==> config.mk <==
export PLATFORM = sky130hd
export DESIGN_NAME = cache_miss_refill_fsm_flat
export DESIGN_NICKNAME = d
export VERILOG_FILES = /design/src/rtl/cache_miss_refill_fsm_if.sv /design/src/rtl/cache_miss_refill_fsm.sv /design/src/flat_wrapper.sv
export SDC_FILE = /design/constraint.sdc
export NUM_CORES = 2
export LEC_CHECK = 0
export ABC_AREA = 0
export BUFFER_PORTS_ARGS = -buffer_cell sky130_fd_sc_hd__buf_2
export CAP_MARGIN = 20
export CORE_AREA = 2 2 488 490
export CTS_CLUSTER_SIZE = 10
export DETAILED_ROUTE_END_ITERATION = 6
export DIE_AREA = 0 0 490 492
export PLACE_DENSITY_LB_ADDON = 0.2
export SLEW_MARGIN = 20
export SYNTH_ARGS = -nofsm -noshare
export SYNTH_HDL_FRONTEND = slang
export SYNTH_SLANG_ARGS = --single-unit
export TNS_END_PERCENT = 20
==> constraint.sdc <==
create_clock -name clk -period 6.6 [get_ports clk]
set_clock_uncertainty 0.05 [all_clocks]
set_input_delay 0.66 -clock clk [delete_from_list [all_inputs] [get_ports clk]]
set_output_delay 0.66 -clock clk [all_outputs]
set_load 0.01 [all_outputs]
==> src/rtl/cache_miss_refill_fsm_if.sv <==
// rtl/cache_miss_refill_fsm_if.sv - memory-side write/read burst bus of the miss refill controller
`timescale 1ns/1ps
interface cache_miss_refill_fsm_if;
  logic        mem_wr_req;
  logic [31:0] mem_wr_addr;
  logic        mem_wr_ack;
  logic        mem_wvalid;
  logic        mem_wready;
  logic [31:0] mem_wdata;
  logic        mem_wlast;
  logic        mem_bvalid;
  logic        mem_rd_req;
  logic [31:0] mem_rd_addr;
  logic        mem_rd_ack;
  logic        mem_rvalid;
  logic [31:0] mem_rdata;
  logic        mem_rlast;

  modport master (
    output mem_wr_req, mem_wr_addr, mem_wvalid, mem_wdata, mem_wlast,
    output mem_rd_req, mem_rd_addr,
    input  mem_wr_ack, mem_wready, mem_bvalid,
    input  mem_rd_ack, mem_rvalid, mem_rdata, mem_rlast
  );

  modport slave (
    input  mem_wr_req, mem_wr_addr, mem_wvalid, mem_wdata, mem_wlast,
    input  mem_rd_req, mem_rd_addr,
    output mem_wr_ack, mem_wready, mem_bvalid,
    output mem_rd_ack, mem_rvalid, mem_rdata, mem_rlast
  );
endinterface

==> src/rtl/cache_miss_refill_fsm.sv <==
// rtl/cache_miss_refill_fsm.sv - cache miss controller: dirty victim writeback, line refill, install and LRU update
`timescale 1ns/1ps
module cache_miss_refill_fsm #(
  parameter int LINE_WORDS = 16,
  parameter int TAG_W      = 20
) (
  input  logic                     clk,
  input  logic                     rstn,
  input  logic                     miss_req,
  input  logic [31:0]              miss_addr,
  input  logic [3:0]               way_sel,
  input  logic                     victim_valid,
  input  logic                     victim_dirty,
  input  logic [TAG_W-1:0]         victim_tag,
  input  logic [32*LINE_WORDS-1:0] victim_line,
  output logic                     busy,
  cache_miss_refill_fsm_if.master  mem,
  output logic                     fill_we,
  output logic [3:0]               fill_way,
  output logic [5:0]               fill_index,
  output logic [TAG_W-1:0]         fill_tag,
  output logic [32*LINE_WORDS-1:0] fill_line,
  output logic                     lru_en,
  output logic [3:0]               lru_visit,
  output logic                     done
);
  localparam logic [3:0] LAST_BEAT = 4'(LINE_WORDS - 1);

  typedef enum logic [2:0] {
    S_IDLE, S_WB_REQ, S_WB_DATA, S_WB_RESP, S_RD_REQ, S_RD_DATA, S_FILL, S_DONE
  } state_t;

  state_t                   state, state_nxt;
  logic [3:0]               cnt;
  logic [TAG_W-1:0]         tag_q, vtag_q;
  logic [5:0]               index_q;
  logic [3:0]               way_q;
  logic [32*LINE_WORDS-1:0] vline_q, rbuf;
  logic                     way_onehot;
  logic                     accept;
  logic                     rbeat_last;
  logic                     unused_offset;

  // The byte offset never matters: both bursts are line aligned.
  assign unused_offset = ^miss_addr[5:0];
  assign way_onehot    = (way_sel != 4'd0) && ((way_sel & (way_sel - 4'd1)) == 4'd0);
  assign accept        = (state == S_IDLE) && miss_req;
  assign rbeat_last    = mem.mem_rlast || (cnt == LAST_BEAT);

  always_ff @(posedge clk or negedge rstn) begin
    if (!rstn) state <= S_IDLE;
    else       state <= state_nxt;
  end

  always_comb begin
    state_nxt = state;
    case (state)
      S_IDLE:    if (miss_req) state_nxt = (victim_valid && victim_dirty) ? S_WB_REQ : S_RD_REQ;
      S_WB_REQ:  if (mem.mem_wr_ack) state_nxt = S_WB_DATA;
      S_WB_DATA: if (mem.mem_wready && (cnt == LAST_BEAT)) state_nxt = S_WB_RESP;
      S_WB_RESP: if (mem.mem_bvalid) state_nxt = S_RD_REQ;
      S_RD_REQ:  if (mem.mem_rd_ack) state_nxt = S_RD_DATA;
      S_RD_DATA: if (mem.mem_rvalid && rbeat_last) state_nxt = S_FILL;
      S_FILL:    state_nxt = S_DONE;
      S_DONE:    state_nxt = S_IDLE;
      default:   state_nxt = S_IDLE;
    endcase
  end

  always_ff @(posedge clk or negedge rstn) begin
    if (!rstn) begin
      cnt     <= '0;
      tag_q   <= '0;
      vtag_q  <= '0;
      index_q <= '0;
      way_q   <= '0;
      vline_q <= '0;
      rbuf    <= '0;
    end else begin
      case (state)
        S_IDLE: if (accept) begin
          tag_q   <= miss_addr[31:32-TAG_W];
          index_q <= miss_addr[11:6];
          vtag_q  <= victim_tag;
          way_q   <= way_onehot ? way_sel : 4'b0001;
          vline_q <= victim_line;
          // Cleared so an early rlast leaves the untouched words zero.
          rbuf    <= '0;
          cnt     <= '0;
        end
        S_WB_REQ: cnt <= '0;
        S_WB_DATA: if (mem.mem_wready) cnt <= (cnt == LAST_BEAT) ? 4'd0 : cnt + 4'd1;
        S_RD_REQ: cnt <= '0;
        S_RD_DATA: if (mem.mem_rvalid) begin
          rbuf[{cnt, 5'b0} +: 32] <= mem.mem_rdata;
          cnt                     <= rbeat_last ? 4'd0 : cnt + 4'd1;
        end
        default: ;
      endcase
    end
  end

  always_comb begin
    busy            = (state != S_IDLE);
    mem.mem_wr_req  = 1'b0;
    mem.mem_wr_addr = '0;
    mem.mem_wvalid  = 1'b0;
    mem.mem_wdata   = '0;
    mem.mem_wlast   = 1'b0;
    mem.mem_rd_req  = 1'b0;
    mem.mem_rd_addr = '0;
    fill_we         = 1'b0;
    fill_way        = '0;
    fill_index      = '0;
    fill_tag        = '0;
    fill_line       = '0;
    lru_en          = 1'b0;
    lru_visit       = '0;
    done            = 1'b0;
    case (state)
      S_WB_REQ: begin
        mem.mem_wr_req  = 1'b1;
        mem.mem_wr_addr = {vtag_q, index_q, 6'b0};
      end
      S_WB_DATA: begin
        mem.mem_wvalid = 1'b1;
        mem.mem_wdata  = vline_q[{cnt, 5'b0} +: 32];
        mem.mem_wlast  = (cnt == LAST_BEAT);
      end
      S_RD_REQ: begin
        mem.mem_rd_req  = 1'b1;
        mem.mem_rd_addr = {tag_q, index_q, 6'b0};
      end
      S_FILL: begin
        fill_we    = 1'b1;
        fill_way   = way_q;
        fill_index = index_q;
        fill_tag   = tag_q;
        fill_line  = rbuf;
        lru_en     = 1'b1;
        lru_visit  = way_q;
      end
      S_DONE: done = 1'b1;
      default: ;
    endcase
  end
endmodule
==> src/flat_wrapper.sv <==
// flat-port wrapper written by rule: the top's interface ports become plain ports
module cache_miss_refill_fsm_flat 
#(
  parameter int LINE_WORDS = 16,
  parameter int TAG_W      = 20
)
  (clk, rstn, miss_req, miss_addr, way_sel, victim_valid, victim_dirty, victim_tag, victim_line, busy, fill_we, fill_way, fill_index, fill_tag, fill_line, lru_en, lru_visit, done, mem_mem_wr_req, mem_mem_wr_addr, mem_mem_wvalid, mem_mem_wdata, mem_mem_wlast, mem_mem_rd_req, mem_mem_rd_addr, mem_mem_wr_ack, mem_mem_wready, mem_mem_bvalid, mem_mem_rd_ack, mem_mem_rvalid, mem_mem_rdata, mem_mem_rlast);
  cache_miss_refill_fsm_if mem_i ();
  input  logic clk;
  input  logic rstn;
  input  logic miss_req;
  input  logic [31:0] miss_addr;
  input  logic [3:0] way_sel;
  input  logic victim_valid;
  input  logic victim_dirty;
  input  logic [TAG_W-1:0] victim_tag;
  input  logic [32*LINE_WORDS-1:0] victim_line;
  output logic busy;
  output logic fill_we;
  output logic [3:0] fill_way;
  output logic [5:0] fill_index;
  output logic [TAG_W-1:0] fill_tag;
  output logic [32*LINE_WORDS-1:0] fill_line;
  output logic lru_en;
  output logic [3:0] lru_visit;
  output logic done;
  output wire logic [$bits(mem_i.mem_wr_req)-1:0] mem_mem_wr_req;
  output wire logic [$bits(mem_i.mem_wr_addr)-1:0] mem_mem_wr_addr;
  output wire logic [$bits(mem_i.mem_wvalid)-1:0] mem_mem_wvalid;
  output wire logic [$bits(mem_i.mem_wdata)-1:0] mem_mem_wdata;
  output wire logic [$bits(mem_i.mem_wlast)-1:0] mem_mem_wlast;
  output wire logic [$bits(mem_i.mem_rd_req)-1:0] mem_mem_rd_req;
  output wire logic [$bits(mem_i.mem_rd_addr)-1:0] mem_mem_rd_addr;
  input wire logic [$bits(mem_i.mem_wr_ack)-1:0] mem_mem_wr_ack;
  input wire logic [$bits(mem_i.mem_wready)-1:0] mem_mem_wready;
  input wire logic [$bits(mem_i.mem_bvalid)-1:0] mem_mem_bvalid;
  input wire logic [$bits(mem_i.mem_rd_ack)-1:0] mem_mem_rd_ack;
  input wire logic [$bits(mem_i.mem_rvalid)-1:0] mem_mem_rvalid;
  input wire logic [$bits(mem_i.mem_rdata)-1:0] mem_mem_rdata;
  input wire logic [$bits(mem_i.mem_rlast)-1:0] mem_mem_rlast;
  assign mem_mem_wr_req = mem_i.mem_wr_req;
  assign mem_mem_wr_addr = mem_i.mem_wr_addr;
  assign mem_mem_wvalid = mem_i.mem_wvalid;
  assign mem_mem_wdata = mem_i.mem_wdata;
  assign mem_mem_wlast = mem_i.mem_wlast;
  assign mem_mem_rd_req = mem_i.mem_rd_req;
  assign mem_mem_rd_addr = mem_i.mem_rd_addr;
  assign mem_i.mem_wr_ack = mem_mem_wr_ack;
  assign mem_i.mem_wready = mem_mem_wready;
  assign mem_i.mem_bvalid = mem_mem_bvalid;
  assign mem_i.mem_rd_ack = mem_mem_rd_ack;
  assign mem_i.mem_rvalid = mem_mem_rvalid;
  assign mem_i.mem_rdata = mem_mem_rdata;
  assign mem_i.mem_rlast = mem_mem_rlast;
  cache_miss_refill_fsm #(.LINE_WORDS(LINE_WORDS), .TAG_W(TAG_W)) u_core (.clk(clk), .rstn(rstn), .miss_req(miss_req), .miss_addr(miss_addr), .way_sel(way_sel), .victim_valid(victim_valid), .victim_dirty(victim_dirty), .victim_tag(victim_tag), .victim_line(victim_line), .busy(busy), .mem(mem_i), .fill_we(fill_we), .fill_way(fill_way), .fill_index(fill_index), .fill_tag(fill_tag), .fill_line(fill_line), .lru_en(lru_en), .lru_visit(lru_visit), .done(done));
endmodule
# After elaboration in Yosys (flattened, before gate mapping)
# Cells that the tools add are included.
dict set report word_totals {
  latch_bits 0
  ram_bits 0
  n_memories 0
  output_inout_bits 650
  in_bits 611
  rom_bits 0
  reg_bits 1081
  elab_cells 81
}
dict set report op_classes {
  shifts 3
  n_addsub 3
  muxes 32
  bitwise 1
  eq_ne 17
  reduce_logical 17
  div 0
  mul 0
  order_cmp 0
}
# op n
set op_table {}
lappend op_table {{two-way mux 512 bit} 3}
lappend op_table {{case mux 512 bit (2 select lines)} 1}
lappend op_table {{bitwise mux 512 bit} 1}
lappend op_table {{variable shift 32 x 11 -> 512 bit (first input constant)} 1}
lappend op_table {{variable part select 32 x 11 -> 512 bit} 1}
lappend op_table {{variable part select 512 x 10 -> 32 bit} 1}
lappend op_table {{two-way mux 32 bit} 3}
lappend op_table {{two-way mux 4 bit} 7}
lappend op_table {{case mux 3 bit (8 select lines)} 1}
lappend op_table {{two-way mux 3 bit} 7}
lappend op_table {{two-way mux 20 bit} 1}
lappend op_table {{case mux 4 bit (4 select lines)} 1}
lappend op_table {{equality test 3 bit (second input constant)} 4}
lappend op_table {{!= test 2 bit (second input constant)} 6}
lappend op_table {{negator 9 -> 11 bit} 1}
lappend op_table {{nonzero test 4 bit} 2}
lappend op_table {{equality test 3 x 2 -> 1 bit (second input constant)} 2}
lappend op_table {{two-way mux 1 bit} 6}
lappend op_table {{two-way mux 6 bit} 1}
lappend op_table {{!= test 2 x 1 -> 1 bit (second input constant)} 3}
lappend op_table {{AND reduction 6 bit} 1}
lappend op_table {{logical AND 1 bit} 5}
lappend op_table {{adder 4 x 1 -> 4 bit (second input constant)} 1}
lappend op_table {{AND 4 bit} 1}
lappend op_table {{other kinds (12)} 12}

# Depth between registers and ports, before layout
dict set report depth {
  ltp_word 5
  depth_mapped 13
  ltp_nobuf 6
}

# Least setup slack after synthesis
# Ideal clock, no wire load.
dict set report synth_path {
  path_kind {register -> register}
  startpoint {reg u_core.cnt[1]}
  endpoint {reg u_core.rbuf[100]}
  stages_incl_launch_ff 13
  setup_ns 0.122
  setup_slack_ns 3.452
  t_required_ns 6.428
  n_path_buf 6
  arrival_time_ns 2.977
  period_less_slack_ns 3.148
  path_cell_list {dfrtp_1 > clkbuf_1 > buf_4 > buf_2 > buf_1 > inv_1 > ha_1 > buf_2 > or2_2 > o31ai_1 > a21oi_1 > clkbuf_1 > a32o_1}
}
dict set report synth_between {
  elab_chain_len 5
  word_cells_on_any_way 6
  cone_classes {add/sub: 1; shift: 2; mux: 3}
}
# element line_no
set synth_rtl {}
lappend synth_rtl {{start: declaration} cache_miss_refill_fsm.sv:34} ;# logic [3:0] cnt;
lappend synth_rtl {{start signal: assignment} cache_miss_refill_fsm.sv:92} ;# S_WB_DATA: if (mem.mem_wready) cnt <= (cnt == LAST_BEAT) ? 4'd0 : cnt + 4'd1;
lappend synth_rtl {{start signal: assignment} cache_miss_refill_fsm.sv:96} ;# cnt <= rbeat_last ? 4'd0 : cnt + 4'd1;
lappend synth_rtl {{negator 9 -> 11 bit (*)} cache_miss_refill_fsm.sv:95} ;# rbuf[{cnt, 5'b0} +: 32] <= mem.mem_rdata;
lappend synth_rtl {{variable part select 32 x 11 -> 512 bit or variable shift 32 x 11 -> 512 bit (tied branches)} cache_miss_refill_fsm.sv:95}
lappend synth_rtl {{bitwise mux 512 bit (*)} cache_miss_refill_fsm.sv:95}
lappend synth_rtl {{two-way mux 512 bit (*)} cache_miss_refill_fsm.sv:94} ;# S_RD_DATA: if (mem.mem_rvalid) begin
lappend synth_rtl {{case mux 512 bit (2 select lines) (*)} cache_miss_refill_fsm.sv:80} ;# case (state)
lappend synth_rtl {{end signal: indexed assignment} cache_miss_refill_fsm.sv:95}
lappend synth_rtl {{end: declaration} cache_miss_refill_fsm.sv:38} ;# logic [32*LINE_WORDS-1:0] vline_q, rbuf;
# Every way passes the cells marked *; elsewhere a longest branch is shown, timed or not. The select of a mux whose other input is x is not followed.
# A chain may end at the register's enable or synchronous reset.

# Worst setup path after layout
dict set report layout_path {
  startpoint {reg u_core.state[1]}
  endpoint {out mem_mem_wdata[7]}
}
dict set report layout_between {
  elab_chain_len 2
}
# element line_no
set layout_rtl {}
lappend layout_rtl {{start: declaration} cache_miss_refill_fsm.sv:33} ;# state_t state, state_nxt;
lappend layout_rtl {{start signal: assignment} cache_miss_refill_fsm.sv:52} ;# else state <= state_nxt;
lappend layout_rtl {{equality test 3 x 2 -> 1 bit} cache_miss_refill_fsm.sv:120} ;# case (state)
lappend layout_rtl {{two-way mux 32 bit} cache_miss_refill_fsm.sv:120}
lappend layout_rtl {{end: declaration} flat_wrapper.sv:30} ;# output wire logic [$bits(mem_i.mem_wdata)-1:0] mem_mem_wdata;
# Every way passes these cells.

==> impl_metrics.csv <==
group,metric,value,unit
floorplanning,start_util,21.1,%
route,vias,43847,
yosys,syn_avg_cell_area,9.75,µm²
yosys,async_flop_share,100,%
grt,grt_pass1_wl,344,mm
yosys,yosysUniqueCellTypes,61,
layout,syn_to_final_growth,37.7,%
power_and_ir_drop,p_per_area,341,nW/µm²
timing,relSlewSlack,21.1,%
placed_design,dpl.cell_count,9174,
route,wirelength,246,mm
layout,fill_cells,25325,
timing,drv_slew,0,
hold_path,hold_class,"in -> reg",
worst_setup_path,path_class,"reg -> out",
floorplanning,chipHeight,492,µm
grt,grt_start_max_net_pins,236,
route,vias_per_cell,4.40,
yosys,synth_top_area_share,54.2,%
power_and_ir_drop,pwr-share-comb,28.0,%
timing,tightest_slew,1.18,ns
clocking,clockBufferDepth,3,
clocking,cts_tree,"done",
route,routedWlPerCell,24.7,µm
worst_setup_path,arrival,3.90,ns
clocking,cts_root_buf,"clkbuf_16",
worst_setup_path,worst-path-max-fanout,18,
timing,fmax,217,MHz
grt,grt_usage,19.9,%
hold_path,hp-start,"victim_line[62]",
layout,final_core_util,29.1,%
timing,timing.final.crit_share,69.8,%
placed_design,gp_congestion,0.843,
placed_design,hpwl,178,mm
grt,overflow,0,
power_and_ir_drop,seqPwrFrac,40.2,%
power_and_ir_drop,intPower,14.9,mW
power_and_ir_drop,leakage,34.9,nW
power_and_ir_drop,vdd_ir_drop_max,0.242,mV
run_status,status,"finished clean",
worst_setup_path,startpoint,"u_core.state[1]$_DFFE_PN0P_",
timing,hold_viol_final,0,
floorplanning,coreArea,236000,µm²
grt,antenna_found_initial,76,
floorplanning,die_x,490,µm
route,dr.pass1.iters,5,
timing,rsz0062_at_grt,"false",
power_and_ir_drop,switching_share,36.4,%
yosys,ys_warn_count,0,
layout,fin_nets,7255,
clocking,post_cts_buffers,0,
layout,final_area,68700,µm²
yosys,synth_edf_count,0,
timing,setup_viol,0,
power_and_ir_drop,power.net_switching,8.52,mW
layout,layout-drive-gt1-share,24.8,%
yosys,syn_area,49900,µm²
clocking,h-tree-depth,4,
timing,finalWorstPathRequiredPeriod,4.61,ns
clocking,cts_resized,0,
floorplanning,ioPinCount,1261,
yosys,synth_ff_type,"dfrtp_1",
floorplanning,die-area,241000,µm²
worst_setup_path,critPathLaunchType,"flip-flop",
yosys,syn_inst,5119,
placed_design,dpl_cell_area,59200,µm²
clocking,clk_pin_slew,0.06,ns
route,ant_nets,0,
route,wl_met3,14.9,mm
worst_setup_path,cp.required,5.89,ns
clocking,cts_hold_buf,489,
clocking,worstSkewPairLatency,0.78,ns
route,route.met2.wl,121,mm
yosys,seq_area_frac_synth,54.2,%
layout,instances_no_fill,9962,
placed_design,portBuffers,1242,
power_and_ir_drop,clock_power_share,31.8,%
timing,setup_tns,0,ns
yosys,ys_top_cells_by_area,"dfrtp_1 (54%), nand2_1 (15%), and2_1 (7.5%)",
yosys,post-synth-top-area-cell,"dfrtp_1",
worst_setup_path,end_kind,"primary output",
route,first_iter_violations,2815,
route,drc,0,
clocking,cts_buffers,139,
flow_run,cap_viol_max_count,0,
worst_setup_path,reg2reg_from,"u_core.state[2]$_DFFE_PN0P_",
floorplanning,floorplan.rows,179,
route,routed.top_layer,"met5",
yosys,synth-seq-cells,1081,
grt,grt_pass1_vias,44314,
clocking,cts_sinks,1081,
route,met1_length,100,mm
## layout by cell type, fill, tap and decap left out, types with 59 or more instances in the layout
cell type and count:
o21ai_0 105, diode_2 71, and2_1 596, a32o_1 256, nand2_1 2046, clkbuf_16 141
dlygate4sd3_1 489, dfrtp_1 1078, mux2i_1 214, buf_2 1241, mux4_2 111, buf_4 59
## final timing paths
kind	slack (ns)	depth (start not counted)	to
worst max register to register	2.81	6	u_core.rbuf[3]$_DFFE_PN0P_
worst min-delay path	0.08	3	u_core.vline_q[62]$_DFFE_PN0P_
min in group asynchronous	0.35	2	u_core.vline_q[333]$_DFFE_PN0P_
worst min register to register	0.41	2	u_core.way_q[0]$_DFFE_PN0P_
worst max-delay path	1.99	6	mem_mem_wdata[7]
max in group asynchronous	4.42	4	u_core.vline_q[67]$_DFFE_PN0P_
## layout make-up
cell class / instances / area, µm² / share of cell area [%]
Clock buffer: 195 / 3890 / 5.66
Inverter: 42 / 158 / 0.229
Multi-Input combinational cell: 3564 / 21000 / 30.5
Timing Repair Buffer: 1812 / 12000 / 17.5
Sequential cell: 1081 / 27100 / 39.4
Antenna cell: 71 / 178 / 0.259
Clock inverter: 30 / 458 / 0.667
Tap cell: 3167 / 3960 / 5.77
## power groups by stage
stage,logic (mW),clock network (mW),registers (mW)
2_1_floorplan,3.87,0,9.00
3_5_place_dp,6.53,0,9.52
6_report,6.57,7.45,9.41
5_1_grt,7.30,7.95,9.61
3_3_place_gp,6.49,0,9.44
4_1_cts,6.81,7.69,9.41
## critical path: stages (launching register included)
cell and delay, ns:
dfrtp_1 0.70, or3b_1 0.63, inv_2 0.18, nand2_1 0.53, nor2_1 0.57, a221o_1 0.32
buf_2 0.16
## synth_stat cells, drive strengths merged, types with 4 or more instances
library cell / n
and3: 4
o211ai: 12
nand2: 2050
nor4b: 9
o21ai: 107
a2111oi: 4
nor2b: 13
a221o: 5
inv: 42
o22ai: 15
dfrtp: 1081
mux4: 111
nor3: 16
a211oi: 10
ha: 4
a22oi: 24
clkbuf: 265
nor2: 9
o31ai: 8
buf: 178
nand3: 29
mux2i: 214
and2: 597
a32o: 256
a21oi: 13
## per-stage QoR
| stage | setup WS (ns) | hold WS [ns] | power, mW |
|---|---|---|---|
| global route | 1.73 | 0.0297 | 24.9 |
| floorplan | 3.45 | 0.314 | 12.9 |
| CTS | 1.68 | 0.000344 | 23.9 |
| finish | 1.99 | 0.0774 | 23.4 |
| global placement | 2.58 | 0.397 | 15.9 |
| detailed placement | 2.57 | 0.401 | 16.1 |
## kinds of logic after synthesis
kind of cell	Yosys count	synth area share (%)
simple gates	2753	24.3
flops	1081	54.2
other cells	1	0.00752
compound gates	464	7.74
mux	327	9.35
xor+xnor	4	0.0702
fa+ha+maj	4	0.100
buf+inv	485	4.22
## state kept, by name (all words and copies together), names as in the netlist
register,count
u_core.rbuf,512
u_core.vline_q,512
u_core.tag_q,20
u_core.vtag_q,20
u_core.index_q,6
u_core.cnt,4
u_core.way_q,4
u_core.state,3
## per-layer routing
| layer | vias up | GRT usage [%] |
|---|---|---|
| met5 | - | 0 |
| met4 | 36 | 7.77 |
| met3 | 319 | 4.44 |
| met2 | 1518 | 33.8 |
| li1 | 20001 | - |
| met1 | 21973 | 24.3 |
Note: power is estimated with default switching activity, not from simulation.
